<file path="src/rtl/fetch_prefetch.sv">
// RV32I fetch stage: request/response imem interface, in-flight address queue and
// DEPTH-entry prefetch buffer. Define FETCH_PERF_CNT_EN to add performance counters.
module fetch_prefetch #(
    parameter int              XLEN     = 32,
    parameter int              DEPTH    = 4,
    parameter logic [XLEN-1:0] RESET_PC = '0
) (
    input  logic            clk,
    input  logic            rst,
    input  logic            branch_out,
    input  logic            jal,
    input  logic            jalr,
    input  logic [XLEN-1:0] alu_out,
    output logic            imem_req_valid,
    input  logic            imem_req_ready,
    output logic [XLEN-1:0] imem_req_addr,
    input  logic            imem_rsp_valid,
    input  logic [31:0]     imem_rsp_data,
    output logic            out_valid,
    input  logic            out_ready,
    output logic [XLEN-1:0] out_pc,
    output logic [31:0]     out_instr,
`ifdef FETCH_PERF_CNT_EN
    output logic [31:0]     perf_redirects,
    output logic [31:0]     perf_stall_cycles,
`endif
    output logic            misalign
);

    localparam int AW = $clog2(DEPTH);
    localparam int CW = AW + 1;

    logic [XLEN-1:0] fetch_pc_reg, fetch_pc_next;
    logic [CW-1:0]   count_reg, count_next;
    logic [CW-1:0]   outstanding_reg, outstanding_next;
    logic [CW-1:0]   drop_cnt_reg, drop_cnt_next;
    logic [AW-1:0]   iq_wr_reg, iq_wr_next, iq_rd_reg, iq_rd_next;
    logic [AW-1:0]   buf_head_reg, buf_head_next, buf_tail_reg, buf_tail_next;
    logic            misalign_reg, misalign_next;

    logic [XLEN-1:0] inflight_mem [DEPTH];
    logic [XLEN-1:0] buf_pc_mem   [DEPTH];
    logic [31:0]     buf_instr_mem[DEPTH];

    logic            redirect;
    logic [XLEN-1:0] target;
    logic [XLEN-1:0] target_aligned;
    logic [CW:0]     in_use;
    logic            req_fire;
    logic            rsp_keep;
    logic            buf_push;
    logic            buf_pop;
    logic            iq_push;

    assign redirect       = branch_out | jal | jalr;
    assign target         = jalr ? {alu_out[XLEN-1:1], 1'b0} : alu_out;
    assign target_aligned = target & ~XLEN'(3);

    // Credit counts every outstanding request, including ones that will be dropped.
    assign in_use         = {1'b0, outstanding_reg} + {1'b0, count_reg};
    assign imem_req_valid = rst & (in_use < (CW+1)'(DEPTH));
    assign imem_req_addr  = fetch_pc_reg;
    assign req_fire       = imem_req_valid & imem_req_ready;

    assign rsp_keep = imem_rsp_valid & (drop_cnt_reg == '0);
    assign buf_push = rsp_keep & ~redirect;
    assign buf_pop  = out_valid & out_ready & ~redirect;
    assign iq_push  = req_fire & ~redirect;

    assign out_valid = (count_reg != '0);
    assign out_pc    = out_valid ? buf_pc_mem[buf_head_reg] : '0;
    assign out_instr = out_valid ? buf_instr_mem[buf_head_reg] : '0;
    assign misalign  = misalign_reg;

    always_comb begin
        fetch_pc_next    = fetch_pc_reg;
        count_next       = count_reg;
        drop_cnt_next    = drop_cnt_reg;
        iq_wr_next       = iq_wr_reg;
        iq_rd_next       = iq_rd_reg;
        buf_head_next    = buf_head_reg;
        buf_tail_next    = buf_tail_reg;
        misalign_next    = 1'b0;
        outstanding_next = outstanding_reg + CW'(req_fire) - CW'(imem_rsp_valid);

        if (redirect) begin
            // Everything already requested but not yet returned must be discarded.
            fetch_pc_next = target_aligned;
            misalign_next = target[1];
            count_next    = '0;
            drop_cnt_next = outstanding_reg + CW'(req_fire) - CW'(imem_rsp_valid);
            iq_wr_next    = '0;
            iq_rd_next    = '0;
            buf_head_next = '0;
            buf_tail_next = '0;
        end else begin
            if (req_fire) begin
                fetch_pc_next = fetch_pc_reg + XLEN'(4);
            end
            if (imem_rsp_valid && drop_cnt_reg != '0) begin
                drop_cnt_next = drop_cnt_reg - CW'(1);
            end
            iq_wr_next    = iq_wr_reg + AW'(iq_push);
            iq_rd_next    = iq_rd_reg + AW'(buf_push);
            buf_tail_next = buf_tail_reg + AW'(buf_push);
            buf_head_next = buf_head_reg + AW'(buf_pop);
            count_next    = count_reg + CW'(buf_push) - CW'(buf_pop);
        end
    end

    always_ff @(posedge clk or negedge rst) begin
        if (!rst) begin
            fetch_pc_reg    <= RESET_PC;
            count_reg       <= '0;
            outstanding_reg <= '0;
            drop_cnt_reg    <= '0;
            iq_wr_reg       <= '0;
            iq_rd_reg       <= '0;
            buf_head_reg    <= '0;
            buf_tail_reg    <= '0;
            misalign_reg    <= 1'b0;
        end else begin
            fetch_pc_reg    <= fetch_pc_next;
            count_reg       <= count_next;
            outstanding_reg <= outstanding_next;
            drop_cnt_reg    <= drop_cnt_next;
            iq_wr_reg       <= iq_wr_next;
            iq_rd_reg       <= iq_rd_next;
            buf_head_reg    <= buf_head_next;
            buf_tail_reg    <= buf_tail_next;
            misalign_reg    <= misalign_next;
        end
    end

    // Storage needs no reset: occupancy counters qualify every read.
    always_ff @(posedge clk) begin
        if (iq_push) begin
            inflight_mem[iq_wr_reg] <= fetch_pc_reg;
        end
        if (buf_push) begin
            buf_pc_mem[buf_tail_reg]    <= inflight_mem[iq_rd_reg];
            buf_instr_mem[buf_tail_reg] <= imem_rsp_data;
        end
    end

`ifdef FETCH_PERF_CNT_EN
    logic [31:0] perf_redirects_reg;
    logic [31:0] perf_stall_cycles_reg;

    always_ff @(posedge clk or negedge rst) begin
        if (!rst) begin
            perf_redirects_reg    <= '0;
            perf_stall_cycles_reg <= '0;
        end else begin
            if (redirect) begin
                perf_redirects_reg <= perf_redirects_reg + 32'd1;
            end
            if (out_ready && !out_valid) begin
                perf_stall_cycles_reg <= perf_stall_cycles_reg + 32'd1;
            end
        end
    end

    assign perf_redirects    = perf_redirects_reg;
    assign perf_stall_cycles = perf_stall_cycles_reg;
`else
    // Performance counters are not built in this configuration.
`endif

endmodule

</file>
<file path="config.mk">
export PLATFORM = sky130hd
export DESIGN_NAME = fetch_prefetch
export DESIGN_NICKNAME = d
export VERILOG_FILES = /design/src/rtl/fetch_prefetch.sv
export SDC_FILE = /design/constraint.sdc
export NUM_CORES = 1
export LEC_CHECK = 0
export BUFFER_PORTS_ARGS = -buffer_cell sky130_fd_sc_hd__buf_2
export CAP_MARGIN = 20
export CORE_MARGIN = 3
export CORE_UTILIZATION = 55
export DETAILED_ROUTE_END_ITERATION = 8
export GPL_TIMING_DRIVEN = 0
export PLACE_DENSITY_LB_ADDON = 0.12
export REMOVE_ABC_BUFFERS = 1
export SLEW_MARGIN = 20
export SYNTH_ARGS = -nofsm -noshare
export SYNTH_HDL_FRONTEND = slang
export SYNTH_SLANG_ARGS = --single-unit
export TNS_END_PERCENT = 100
</file>
<file path="constraint.sdc">
create_clock -name clk -period 8.1 [get_ports clk]
set_input_delay 1.62 -clock clk [delete_from_list [all_inputs] [get_ports clk]]
set_output_delay 1.62 -clock clk [all_outputs]
set_load 0.03 [all_outputs]
</file>
==> summary.log, run 1 <==
[routing] number of vias in the routed layout 8,200
[final_layout] total inserted antenna cells 0
[grt] total global-route track usage 19.96%
[final_layout] Top Registers buf_instr_mem (128), buf_pc_mem (120), inflight_mem (120)
[clocking] sink count of the clock tree 416
[logic_synthesis] Yosys Warn Count 0
[final_layout] layout cell share with drive strength beyond 1 34.11%
[grt] largest net degree at the start of global routing 50
[logic_synthesis] cells taking the most area after synthesis sky130_fd_sc_hd__edfxtp_1 (67%), sky130_fd_sc_hd__mux4_2 (13%), sky130_fd_sc_hd__dfrtp_1 (7.3%)
[pwr] power per cell area 231.2 nW/µm²
[logic_synthesis] Async SR Flop Fraction 11.54%
[logic_synthesis] library cells used by synthesis 36
[routing] post-DR wirelength/cell 21.18 µm
[routing] number of nets with antenna violations after routing 0
[logic_synthesis] top flip-flop cell by instance count after synthesis sky130_fd_sc_hd__edfxtp_1
[final_layout] commonest cells after routing, fill and taps aside sky130_fd_sc_hd__edfxtp_1 (368), sky130_fd_sc_hd__buf_2 (169), sky130_fd_sc_hd__mux4_2 (92)
[setup_path] Critical Path End Type output pin
[setup_path] CP required 6480 ps
[routing] count of unresolved DRC violations after routing 0
[clocking] number of CTS-inserted buffers 42
[grt] met1 Usage GRT 29.37%
[floorplanning] die extent in y 178.6 µm
[logic_synthesis] synthesized netlist cell count 847
[floorplanning] area inside the core boundary 29,010 µm²
[timing] unrepaired setup endpoints after global routing false
[timing] f_max 219.2 MHz
[logic_synthesis] count of flip-flops with a built-in enable after synthesis 368
[placement] post-place setup slack 3370 ps
[final_layout] Fill cells 1,945
[final_layout] growth of design area from synthesis to finish 18.23%
[clocking] number of H-tree levels 2
[setup_path] type of the setup path with the least slack in2out
[grt] met2 GRT Util 32.04%
[final_layout] final cell area excluding filler cells 19,380 µm²
[final_layout] final net count 1,132
[timing] headroom to the max-slew limit 50.41%
[logic_synthesis] part of the Yosys area used for sequential elements 74.74%
[placement] placed instance area 18,050 µm²
[pwr] Max VDD drop 0.1882 mV
[setup_path] type of origin of the critical path input port
[clocking] clock latency of the later-clocked register in the worst-skew pair 530 ps
[logic_synthesis] share of Yosys cell area claimed by the top area cell type 67.41%
[timing] worst-case setup margin in the final layout 3538 ps
[timing] Period minus WS final 4562 ps
[routing] aggregate routed wire length 30,850 µm
[timing] worst hold slack after final layout 547.2 ps
[final_layout] number of flip-flops under the largest register name 128
[logic_synthesis] Avg Cell Area, Syn 19.35 µm²
[floorplanning] overall die area 31,910 µm²
[routing] number of iterations in the first detailed-routing pass 4
[clocking] clock tree root driver cell sky130_fd_sc_hd__clkbuf_16
[grt] number of antenna violations at the first check in global routing 1
[grt] grt ovf 0
[clocking] Clk pin slew, worst setup/hold paths 60 ps
[clocking] TritonCTS clock tree yes
[grt] wire length of the first global-routing pass 48,480 µm
[setup_path] crit path max fanout 49
[run] Max Cap Violations 0
[logic_synthesis] largest area contributor in the synthesized netlist sky130_fd_sc_hd__edfxtp_1
[setup_path] Data arrival, critical path 2940 ps
[timing] # setup viols final 0
[routing] DRT iter0 DRCs 607
[logic_synthesis] summed instance area of the synthesized netlist 16,390 µm²
[timing] portion of the clock cycle consumed by the worst path in the final layout 56.33%
[timing] worst setup skew after layout 18.82 ps
[timing] final count of hold timing violations 0
[timing] Slew @ Worst Pin 741.6 ps
[clocking] # hold bufs at CTS 0
[placement] placer's final routability congestion estimate 0.7288
[floorplanning] starting density of the core 56.50%
[placement] total half-perimeter wirelength after legalization and detailed placement 19,960 µm
[routing] average via count per standard cell 5.628
[floorplanning] cell row count 62
[outcome] status completed
[final_layout] most common cell after layout, fill and taps aside sky130_fd_sc_hd__edfxtp_1
[floorplanning] Die X-Extent 178.6 µm
[floorplanning] io pins 171
[final_layout] Final Core Density 66.81%
[pwr] P_leak 6.789 nW
[grt] grt met3 use 3.001%
[grt] most used routing layer in global routing met2
[clocking] maximum root-to-sink buffer count 3
[grt] via count of the first global-routing pass 8,413
[placement] I/O Buffers 165
[timing] number of pins with negative max-slew slack in the final report 0
[clocking] # Post-CTS Setup Buffers 0
[min_path] path type of the worst min-delay path reg2reg
[final_layout] Biggest register buf_instr_mem
[logic_synthesis] number of flip-flops and latches in the synthesized netlist 416
[clocking] number of gates resized after CTS 0
[routing by layer]
layer | share of wire [%] | wire, µm | vias to the layer above
li1 | - | - | 3718
met4 | 2.1 | 634 | 0
met1 | 44 | 13580 | 4196
met3 | 5.1 | 1559 | 44
met5 | 0 | 0 | -
met2 | 49 | 15070 | 242
[cells by family (layout without fill, tap and decap cells)]
kind of cell / count (synthesis) / count (layout) / synth area share (%)
XOR/XNOR: 39 / 39 / 2.084
flip-flops: 416 / 416 / 74.74
AND/OR/NAND/NOR: 195 / 195 / 6.739
adder cells (fa/ha/maj): 15 / 15 / 1.236
buffers and inverters: 55 / 278 / 1.496
AO/OA/AOI/OAI: 34 / 34 / 1.046
multiplexers: 92 / 92 / 12.64
other: 1 / 4 / 0.02288
[path summary, 6_finish.rpt]
check,from,end,slack [ps],depth (start not counted)
worst min-delay path,outstanding_reg[0]$_DFF_PN0_,outstanding_reg[0]$_DFF_PN0_,550,1
worst max-delay path,rst,imem_req_valid,3540,4
min in group asynchronous,rst,imem_req_addr[31]$_DFFE_PN0N_,1140,1
max in group asynchronous,rst,buf_head_reg[1]$_DFF_PN0_,6440,1
worst max register to register,count_reg[2]$_DFF_PN0_,drop_cnt_reg[2]$_DFFE_PN0P_,4850,12
worst min register to register,outstanding_reg[0]$_DFF_PN0_,outstanding_reg[0]$_DFF_PN0_,550,1
[stage by stage]
step	TNS [ps]	power (mW)	instances
5_1_grt	0	4.639	1457
6_report	0	4.482	1457
2_1_floorplan	0	2.585	806
4_1_cts	0	4.526	1457
3_5_place_dp	0	2.674	1385
3_3_place_gp	-306010	2.665	1355
[cell usage after synthesis (2+ instances only)]
library cell,number
sky130_fd_sc_hd__o21ai_1,10
sky130_fd_sc_hd__buf_2,10
sky130_fd_sc_hd__nand2_1,48
sky130_fd_sc_hd__buf_1,3
sky130_fd_sc_hd__and2_1,69
sky130_fd_sc_hd__ha_1,13
sky130_fd_sc_hd__dfrtp_1,48
sky130_fd_sc_hd__clkbuf_1,25
sky130_fd_sc_hd__and4_1,4
sky130_fd_sc_hd__nor4_1,6
sky130_fd_sc_hd__nand3_1,11
sky130_fd_sc_hd__and3_1,9
sky130_fd_sc_hd__nand4_1,5
sky130_fd_sc_hd__xnor2_1,34
sky130_fd_sc_hd__inv_1,10
sky130_fd_sc_hd__nand4_4,2
sky130_fd_sc_hd__edfxtp_1,368
sky130_fd_sc_hd__nor2_1,18
sky130_fd_sc_hd__buf_4,5
sky130_fd_sc_hd__nor3_1,13
sky130_fd_sc_hd__a21oi_1,2
sky130_fd_sc_hd__nor4_2,3
sky130_fd_sc_hd__or3_1,2
sky130_fd_sc_hd__o21ai_0,21
sky130_fd_sc_hd__fa_1,2
sky130_fd_sc_hd__xor2_1,5
sky130_fd_sc_hd__mux4_2,92
[worst max-delay path, cell delays in order]
cell and delay (ps):
sky130_fd_sc_hd__buf_4 530, sky130_fd_sc_hd__nor4b_4 390, sky130_fd_sc_hd__and2_1 180, sky130_fd_sc_hd__buf_2 190
[cell type report]
| cell class | instances | area [µm²] | area share [%] |
|---|---|---|---|
| clock buffer | 57 | 1181 | 6.094 |
| inverter | 11 | 41.29 | 0.2130 |
| tap | 384 | 480.5 | 2.479 |
| timing repair buffer | 195 | 1309 | 6.752 |
| clock inverter | 15 | 146.4 | 0.7553 |
| multi-input combinational | 379 | 3960 | 20.43 |
| sequential | 416 | 12260 | 63.28 |
[where the power goes]
group / internal, mW / switching, mW
Sequential: 2.37 / 0.0438
Combinational: 0.0850 / 0.129
Clock: 1.11 / 0.742
Note: power is estimated with default switching activity, not from simulation.
==> run 2, diff against run 1 <==
Settings changed: ABC_AREA set to 1.
Clock period 8.1 ns to 4.48 ns, I/O delays scaled along.
==> summary.log, run 2 <==
[outcome] status completed
[logic_synthesis] Yosys Warn Count 0 [unchanged]
[logic_synthesis] top flip-flop cell by instance count after synthesis sky130_fd_sc_hd__edfxtp_1
[final_layout] Top Registers buf_instr_mem (128), buf_pc_mem (120), inflight_mem (120)
[clocking] number of H-tree levels 2 [unchanged]
[placement] placer's final routability congestion estimate 0.8610 [+18%]
[routing] number of iterations in the first detailed-routing pass 5 [+1]
[setup_path] Data arrival, critical path 4100 ps [+1160 ps]
[pwr] power per cell area 405.7 nW/µm² [+75%]
[grt] total global-route track usage 23.06% [+3.1 points]
[logic_synthesis] largest area contributor in the synthesized netlist sky130_fd_sc_hd__edfxtp_1
[logic_synthesis] summed instance area of the synthesized netlist 17,210 µm² [+5.0%]
[logic_synthesis] cells taking the most area after synthesis sky130_fd_sc_hd__edfxtp_1 (64%), sky130_fd_sc_hd__nor2_1 (8.0%), sky130_fd_sc_hd__dfrtp_1 (7.0%)
[floorplanning] starting density of the core 55.97% [-0.53 points]
[clocking] number of CTS-inserted buffers 43 [+2.4%]
[setup_path] cell type of the slowest stage on the worst timing path sky130_fd_sc_hd__nor2_4
[setup_path] depth of the worst register-to-register path 8 [-4]
[final_layout] commonest cells after routing, fill and taps aside sky130_fd_sc_hd__edfxtp_1 (368), sky130_fd_sc_hd__nor2_1 (363), sky130_fd_sc_hd__o21ai_0 (192)
[final_layout] layout cell share with drive strength beyond 1 16.85% [-17 points]
[setup_path] crit path cell chain buf_4 -> inv_1 -> nor2_1 -> nand4_1 -> nor2_4 -> inv_1 -> nor3_2 -> buf_4 -> buf_4
[timing] worst hold slack after final layout 410.3 ps [-136.9 ps]
[setup_path] CP required 4730 ps [-1750 ps]
[logic_synthesis] share of Yosys cell area claimed by the top area cell type 64.20% [-3.2 points]
[timing] portion of the clock cycle consumed by the worst path in the final layout 85.88%
[logic_synthesis] part of the Yosys area used for sequential elements 71.18% [-3.6 points]
[logic_synthesis] Avg Cell Area, Syn 11.43 µm² [-41%]
[clocking] number of gates resized after CTS 0 [unchanged]
[logic_synthesis] Synth top cells by count sky130_fd_sc_hd__edfxtp_1 (368), sky130_fd_sc_hd__nor2_1 (367), sky130_fd_sc_hd__o21ai_0 (192)
[routing] average via count per standard cell 5.499 [-2.3%]
[timing] headroom to the max-slew limit 30.04% [-20 points]
[floorplanning] area inside the core boundary 30,750 µm² [+6.0%]
[placement] total half-perimeter wirelength after legalization and detailed placement 24,420 µm [+22%]
[placement] I/O Buffers 165 [unchanged]
[final_layout] area used by sequential logic in the layout 12,260 µm² [about the same]
[logic_synthesis] number of flip-flops and latches in the synthesized netlist 416 [unchanged]
[grt] grt ovf 0 [unchanged]
[grt] via count of the first global-routing pass 11.25k [+34%]
[timing] final count of hold timing violations 0 [unchanged]
[floorplanning] io pins 171 [unchanged]
[setup_path] Critical Path End Type register
[logic_synthesis] most repeated cell in the gate-level netlist after synthesis sky130_fd_sc_hd__edfxtp_1
[placement] placed instance area 18,840 µm² [+4.3%]
[floorplanning] overall die area 33,450 µm² [+4.8%]
[logic_synthesis] count of flip-flops with a built-in enable after synthesis 368 [unchanged]
[final_layout] final cell area excluding filler cells 20,170 µm² [+4.1%]
[clocking] maximum root-to-sink buffer count 3 [unchanged]
[floorplanning] Die X-Extent 182.9 µm [+2.4%]
[final_layout] growth of design area from synthesis to finish 17.21%
[clocking] # Post-CTS Setup Buffers 0 [unchanged]
[clocking] # hold bufs at CTS 0 [unchanged]
[grt] largest net degree at the start of global routing 97 [+94%]
[setup_path] largest stage delay on the critical path 720 ps [+190 ps]
[setup_path] type of the setup path with the least slack in2reg
[clocking] clock latency of the later-clocked register in the worst-skew pair 540 ps [about the same]
[setup_path] most repeated library cell on the critical path sky130_fd_sc_hd__buf_4
[final_layout] total inserted antenna cells 0 [unchanged]
[clocking] clock tree root driver cell sky130_fd_sc_hd__clkbuf_16
[timing] f_max 259.9 MHz
[pwr] Total Power 8.185 mW [+83%]
[pwr] Max VDD drop 0.2687 mV [+43%]
[routing] aggregate routed wire length 38,920 µm [+26%]
[final_layout] Final Core Density 65.60% [-1.2 points]
[pwr] P_leak 7.668 nW [+13%]
[final_layout] Biggest register buf_instr_mem
[timing] Period minus WS final 3847 ps
[routing] post-DR wirelength/cell 18.49 µm [-13%]
[clocking] TritonCTS clock tree yes
[routing] number of vias in the routed layout 11.58k [+41%]
[min_path] path type of the worst min-delay path in2async
[final_layout] final net count 1,763 [+56%]
[timing] number of pins with negative max-slew slack in the final report 0 [unchanged]
[run] Max Cap Violations 0 [unchanged]
[final_layout] most common cell after layout, fill and taps aside sky130_fd_sc_hd__edfxtp_1
[floorplanning] die extent in y 182.9 µm [+2.4%]
[setup_path] crit path max fanout 49 [unchanged]
[timing] worst setup skew after layout 19.00 ps [+0.1836 ps]
[logic_synthesis] synthesized netlist cell count 1,506 [+78%]
[final_layout] Fill cells 2,349 [+21%]
[routing] DRT iter0 DRCs 787 [+30%]
[clocking] sink count of the clock tree 416 [unchanged]
[logic_synthesis] Async SR Flop Fraction 11.54% [unchanged]
[timing] unrepaired setup endpoints after global routing false
[logic_synthesis] library cells used by synthesis 33 [-8.3%]
[grt] number of antenna violations at the first check in global routing 0 [-1]
[clocking] Clk pin slew, worst setup/hold paths 60 ps [about the same]
[floorplanning] cell row count 64 [+3.2%]
[setup_path] type of origin of the critical path input port
[final_layout] area of the multi-input gates 4389 µm² [+11%]
[routing] number of nets with antenna violations after routing 0 [unchanged]
[final_layout] number of flip-flops under the largest register name 128 [unchanged]
[timing] # setup viols final 0 [unchanged]
[grt] wire length of the first global-routing pass 60,590 µm [+25%]
[routing] count of unresolved DRC violations after routing 0 [unchanged]
[timing] Slew @ Worst Pin 1048 ps [+306.6 ps]
run 2: cell count changes after synthesis, sizes merged, moves of 13 or more:
cell | previous run | this run
nor2 | 18 | 373
o21ai | 31 | 199
nand2 | 48 | 180
mux4 | 92 | 0
and2 | 69 | 0
a21oi | 2 | 63
inv | 11 | 69
nand3 | 11 | 46
o22ai | 0 | 31
xnor2 | 34 | 11
buf | 19 | 40
clkbuf | 25 | 38
run 2: kinds of logic after synthesis:
kind of cell    after synthesis  synth area share (%)
simple gates                612                 14.10
flops                       416                 71.18
compound gates              298                 8.956
buf+inv                     147                 3.700
xor+xnor                     17                0.8651
fa+ha+maj                    15                 1.178
other cells                   1               0.02179
run 2: layout make-up:
cell class	count	share of cell area [%]
multi-input combinational	946	21.76
clock inverter	10	0.5830
clock buffer	68	6.047
timing repair buffer	200	7.052
tap	396	2.456
inverter	69	1.321
sequential	416	60.78
run 2: worst paths after layout:
kind / startpoint / end / slack (ps)
setup / recovery: rst / inflight_mem[2][20]$_DFFE_PP_ / 630
hold / removal: rst / drop_cnt_reg[1]$_DFFE_PN0P_ / 410
setup reg to reg: outstanding_reg[2]$_DFF_PN0_ / inflight_mem[2][20]$_DFFE_PP_ / 930
hold reg to reg: outstanding_reg[0]$_DFF_PN0_ / outstanding_reg[0]$_DFF_PN0_ / 540
max in group asynchronous: rst / buf_head_reg[1]$_DFF_PN0_ / 3560
min in group clk: outstanding_reg[0]$_DFF_PN0_ / outstanding_reg[0]$_DFF_PN0_ / 540
run 2: critical path, delay by kind of cell:
family	cells	cell delay [ps]
and+or+nand+nor	4	1770
buffers and inverters	5	1420
run 2: layer usage:
metal / part of all wire [%] / GRT usage (%)
met1: 42 / 31.07
met2: 49 / 39.27
met3: 6.1 / 4.026
met4: 2.0 / 6.307
met5: 0 / 0
run 2: through the flow:
step           setup slack [ps]  std cells  setup TNS (ps)
5_1_grt                   409.7       2105               0
6_report                  632.6       2105               0
2_1_floorplan            -577.2       1431         -197840
3_3_place_gp              -3629       1992        -1449020
4_1_cts                   611.4       2105               0
3_5_place_dp              28.23       2027               0
run 2: where the power goes:
part           internal, mW  total, mW  switching [mW]
Combinational         0.148      0.434           0.286
Sequential             4.29       4.38          0.0900
Clock                  1.98       3.37            1.38
Total                  6.42       8.18            1.76
==> run 3, diff against run 2 <==
Settings changed: CORE_UTILIZATION 55 to 25, GPL_ROUTABILITY_DRIVEN set to 0, SETUP_SLACK_MARGIN set to 0.02.
==> summary.log, run 3 (synthesis gave the netlist of run 2 again) <==
[timing] worst setup skew after layout 27.85 ps [+8.847 ps]
[routing] post-DR wirelength/cell 19.10 µm [+3.3%]
[grt] via count of the first global-routing pass 11.42k [+1.5%]
[clocking] number of H-tree levels 2 [unchanged]
[grt] number of antenna violations at the first check in global routing 4 [+4]
[clocking] # Post-CTS Setup Buffers 0 [unchanged]
[grt] wire length of the first global-routing pass 73,840 µm [+22%]
[pwr] switching part of the total power 22.37% [+0.86 points]
[timing] worst-case setup margin in the final layout 634.2 ps [+1.604 ps]
[timing] number of pins with negative max-slew slack in the final report 0 [unchanged]
[placement] placed instance area 19,600 µm² [+4.1%]
[min_path] path type of the worst min-delay path in2async
[setup_path] CP required 3580 ps [-1150 ps]
[final_layout] final net count 1,776 [+0.74%]
[timing] f_max 260.0 MHz [about the same]
[clocking] TritonCTS clock tree yes
[pwr] Max VDD drop 0.2430 mV [-9.6%]
[clocking] Clk pin slew, worst setup/hold paths 60 ps [about the same]
[timing] # setup viols final 0 [unchanged]
[pwr] power per cell area 411.8 nW/µm² [+1.5%]
[setup_path] type of the setup path with the least slack reg2out
[clocking] sink count of the clock tree 416 [unchanged]
[timing] portion of the clock cycle consumed by the worst path in the final layout 85.84% [about the same]
[pwr] Flop pwr share 50.3% [-3.2 points]
[timing] headroom to the max-slew limit 34.95% [+4.9 points]
[timing] final count of hold timing violations 0 [unchanged]
[routing] number of vias in the routed layout 11.38k [-1.7%]
[pwr] net switching power of the design 1.950 mW [+11%]
[routing] average via count per standard cell 4.371 [-21%]
[clocking] # hold bufs at CTS 0 [unchanged]
[clocking] maximum root-to-sink buffer count 3 [unchanged]
[grt] grt ovf 0 [unchanged]
[setup_path] Critical Path End Type output pin
[timing] final sum of negative setup slack 0 ps [unchanged]
[final_layout] number of flip-flops under the largest register name 128 [unchanged]
[final_layout] Biggest register buf_instr_mem
[final_layout] Top Registers buf_instr_mem (128), buf_pc_mem (120), inflight_mem (120)
[final_layout] most common cell after layout, fill and taps aside sky130_fd_sc_hd__edfxtp_1
[setup_path] worst reg2reg setup slack 1550 ps [+620 ps]
[setup_path] Data arrival, critical path 2950 ps [-1150 ps]
[setup_path] type of origin of the critical path register
[final_layout] commonest cells after routing, fill and taps aside sky130_fd_sc_hd__edfxtp_1 (368), sky130_fd_sc_hd__nor2_1 (363), sky130_fd_sc_hd__o21ai_0 (192)
[timing] unrepaired setup endpoints after global routing false
[placement] post-place setup slack 396.7 ps [+368.5 ps]
[pwr] combinational fraction of design power 5.1% [-0.2 points]
[outcome] status completed
[clocking] clock latency of the later-clocked register in the worst-skew pair 580 ps [+40 ps]
[run] Max Cap Violations 0 [unchanged]
[routing] number of nets with antenna violations after routing 0 [unchanged]
[floorplanning] starting density of the core 25.45% [-31 points]
[floorplanning] area inside the core boundary 67,630 µm² [+120%]
[routing] number of iterations in the first detailed-routing pass 4 [-1]
[clocking] number of gates resized after CTS 0 [unchanged]
[routing] count of unresolved DRC violations after routing 0 [unchanged]
[pwr] clock power share 44.6% [+3.4 points]
[pwr] P_leak 7.867 nW [+2.6%]
[floorplanning] Die X-Extent 268.4 µm [+47%]
[final_layout] layout cell share with drive strength beyond 1 18.11% [+1.3 points]
[timing] Slew @ Worst Pin 972.3 ps [-75.88 ps]
[placement] I/O Buffers 165 [unchanged]
[clocking] clock tree root driver cell sky130_fd_sc_hd__clkbuf_16
[floorplanning] io pins 171 [unchanged]
[timing] Period minus WS final 3846 ps [-1.604 ps]
[clocking] number of CTS-inserted buffers 49 [+14%]
[timing] worst hold slack after final layout 400.0 ps [-10.29 ps]
[routing] DRT iter0 DRCs 696 [-12%]
[grt] largest net degree at the start of global routing 65 [-33%]
[placement] total half-perimeter wirelength after legalization and detailed placement 32,190 µm [+32%]
[final_layout] growth of design area from synthesis to finish 22.98%
[grt] total global-route track usage 13.78% [-9.3 points]
[floorplanning] overall die area 72,030 µm² [+120%]
[final_layout] final cell area excluding filler cells 21,170 µm² [+4.9%]
[routing] aggregate routed wire length 49,720 µm [+28%]
[pwr] internal power component 6.766 mW [+5.3%]
[setup_path] depth of the worst register-to-register path 8 [unchanged]
[setup_path] crit path max fanout 39 [-20%]
[floorplanning] die extent in y 268.4 µm [+47%]
[floorplanning] cell row count 95 [+48%]
==> run 3: area by class of cell <==
class	count	area, µm²
diodes	2	5.005
clock buffers	69	1351
clock inverters	21	207.7
fillers	6861	46470
inverters	69	269.0
multi-input cells	946	4389
flip-flops and latches	416	12260
well taps	873	1092
repair buffers	207	1588
==> run 3: routing by layer <==
metal	vias up	part of all wire (%)	track usage (%)
li1	5576	-	-
met1	5548	45	18.12
met2	190	48	23.09
met3	64	5.1	2.930
met4	0	1.9	3.738
met5	-	0	0
==> run 3: final timing paths <==
| check | from | end |
|---|---|---|
| max | buf_head_reg[1]$_DFF_PN0_ | out_pc[3] |
| min | rst | imem_req_addr[18]$_DFFE_PN0N_ |
| max reg2reg | outstanding_reg[2]$_DFF_PN0_ | inflight_mem[0][17]$_DFFE_PP_ |
| max in group asynchronous | rst | iq_rd_reg[0]$_DFF_PN0_ |
| min reg2reg | buf_tail_reg[1]$_DFF_PN0_ | buf_tail_reg[1]$_DFF_PN0_ |
| min in group clk | imem_rsp_data[2] | buf_instr_mem[1][2]$_DFFE_PP_ |
==> run 3: through the flow <==
step                      total power, mW  utilization [%]  std cells
after global routing                9.087            31.29       2601
after global placement              4.906            27.74       2469
after floorplan                     4.708                -       1431
final                               8.716            31.30       2603
after detailed placement            4.922            28.98       2511
after CTS                           8.862            31.29       2601
==> run 3: power by group through the flow <==
| stage | Combinational, mW | Clock, mW | Sequential (mW) |
|---|---|---|---|
| final | 0.446 | 3.88 | 4.39 |
| after floorplan | 0.226 | 0 | 4.48 |
| after detailed placement | 0.456 | 0 | 4.47 |
| after CTS | 0.459 | 4.02 | 4.39 |
| after global routing | 0.511 | 4.18 | 4.40 |
| after global placement | 0.439 | 0 | 4.47 |
==> run 3: worst max-delay path: stages (launching register included) <==
cell	delay, ps
sky130_fd_sc_hd__dfrtp_4	700
sky130_fd_sc_hd__buf_16	310
sky130_fd_sc_hd__inv_4	220
sky130_fd_sc_hd__buf_16	280
sky130_fd_sc_hd__nor2_1	120
sky130_fd_sc_hd__o21ai_0	90
sky130_fd_sc_hd__a21oi_1	320
sky130_fd_sc_hd__buf_2	270
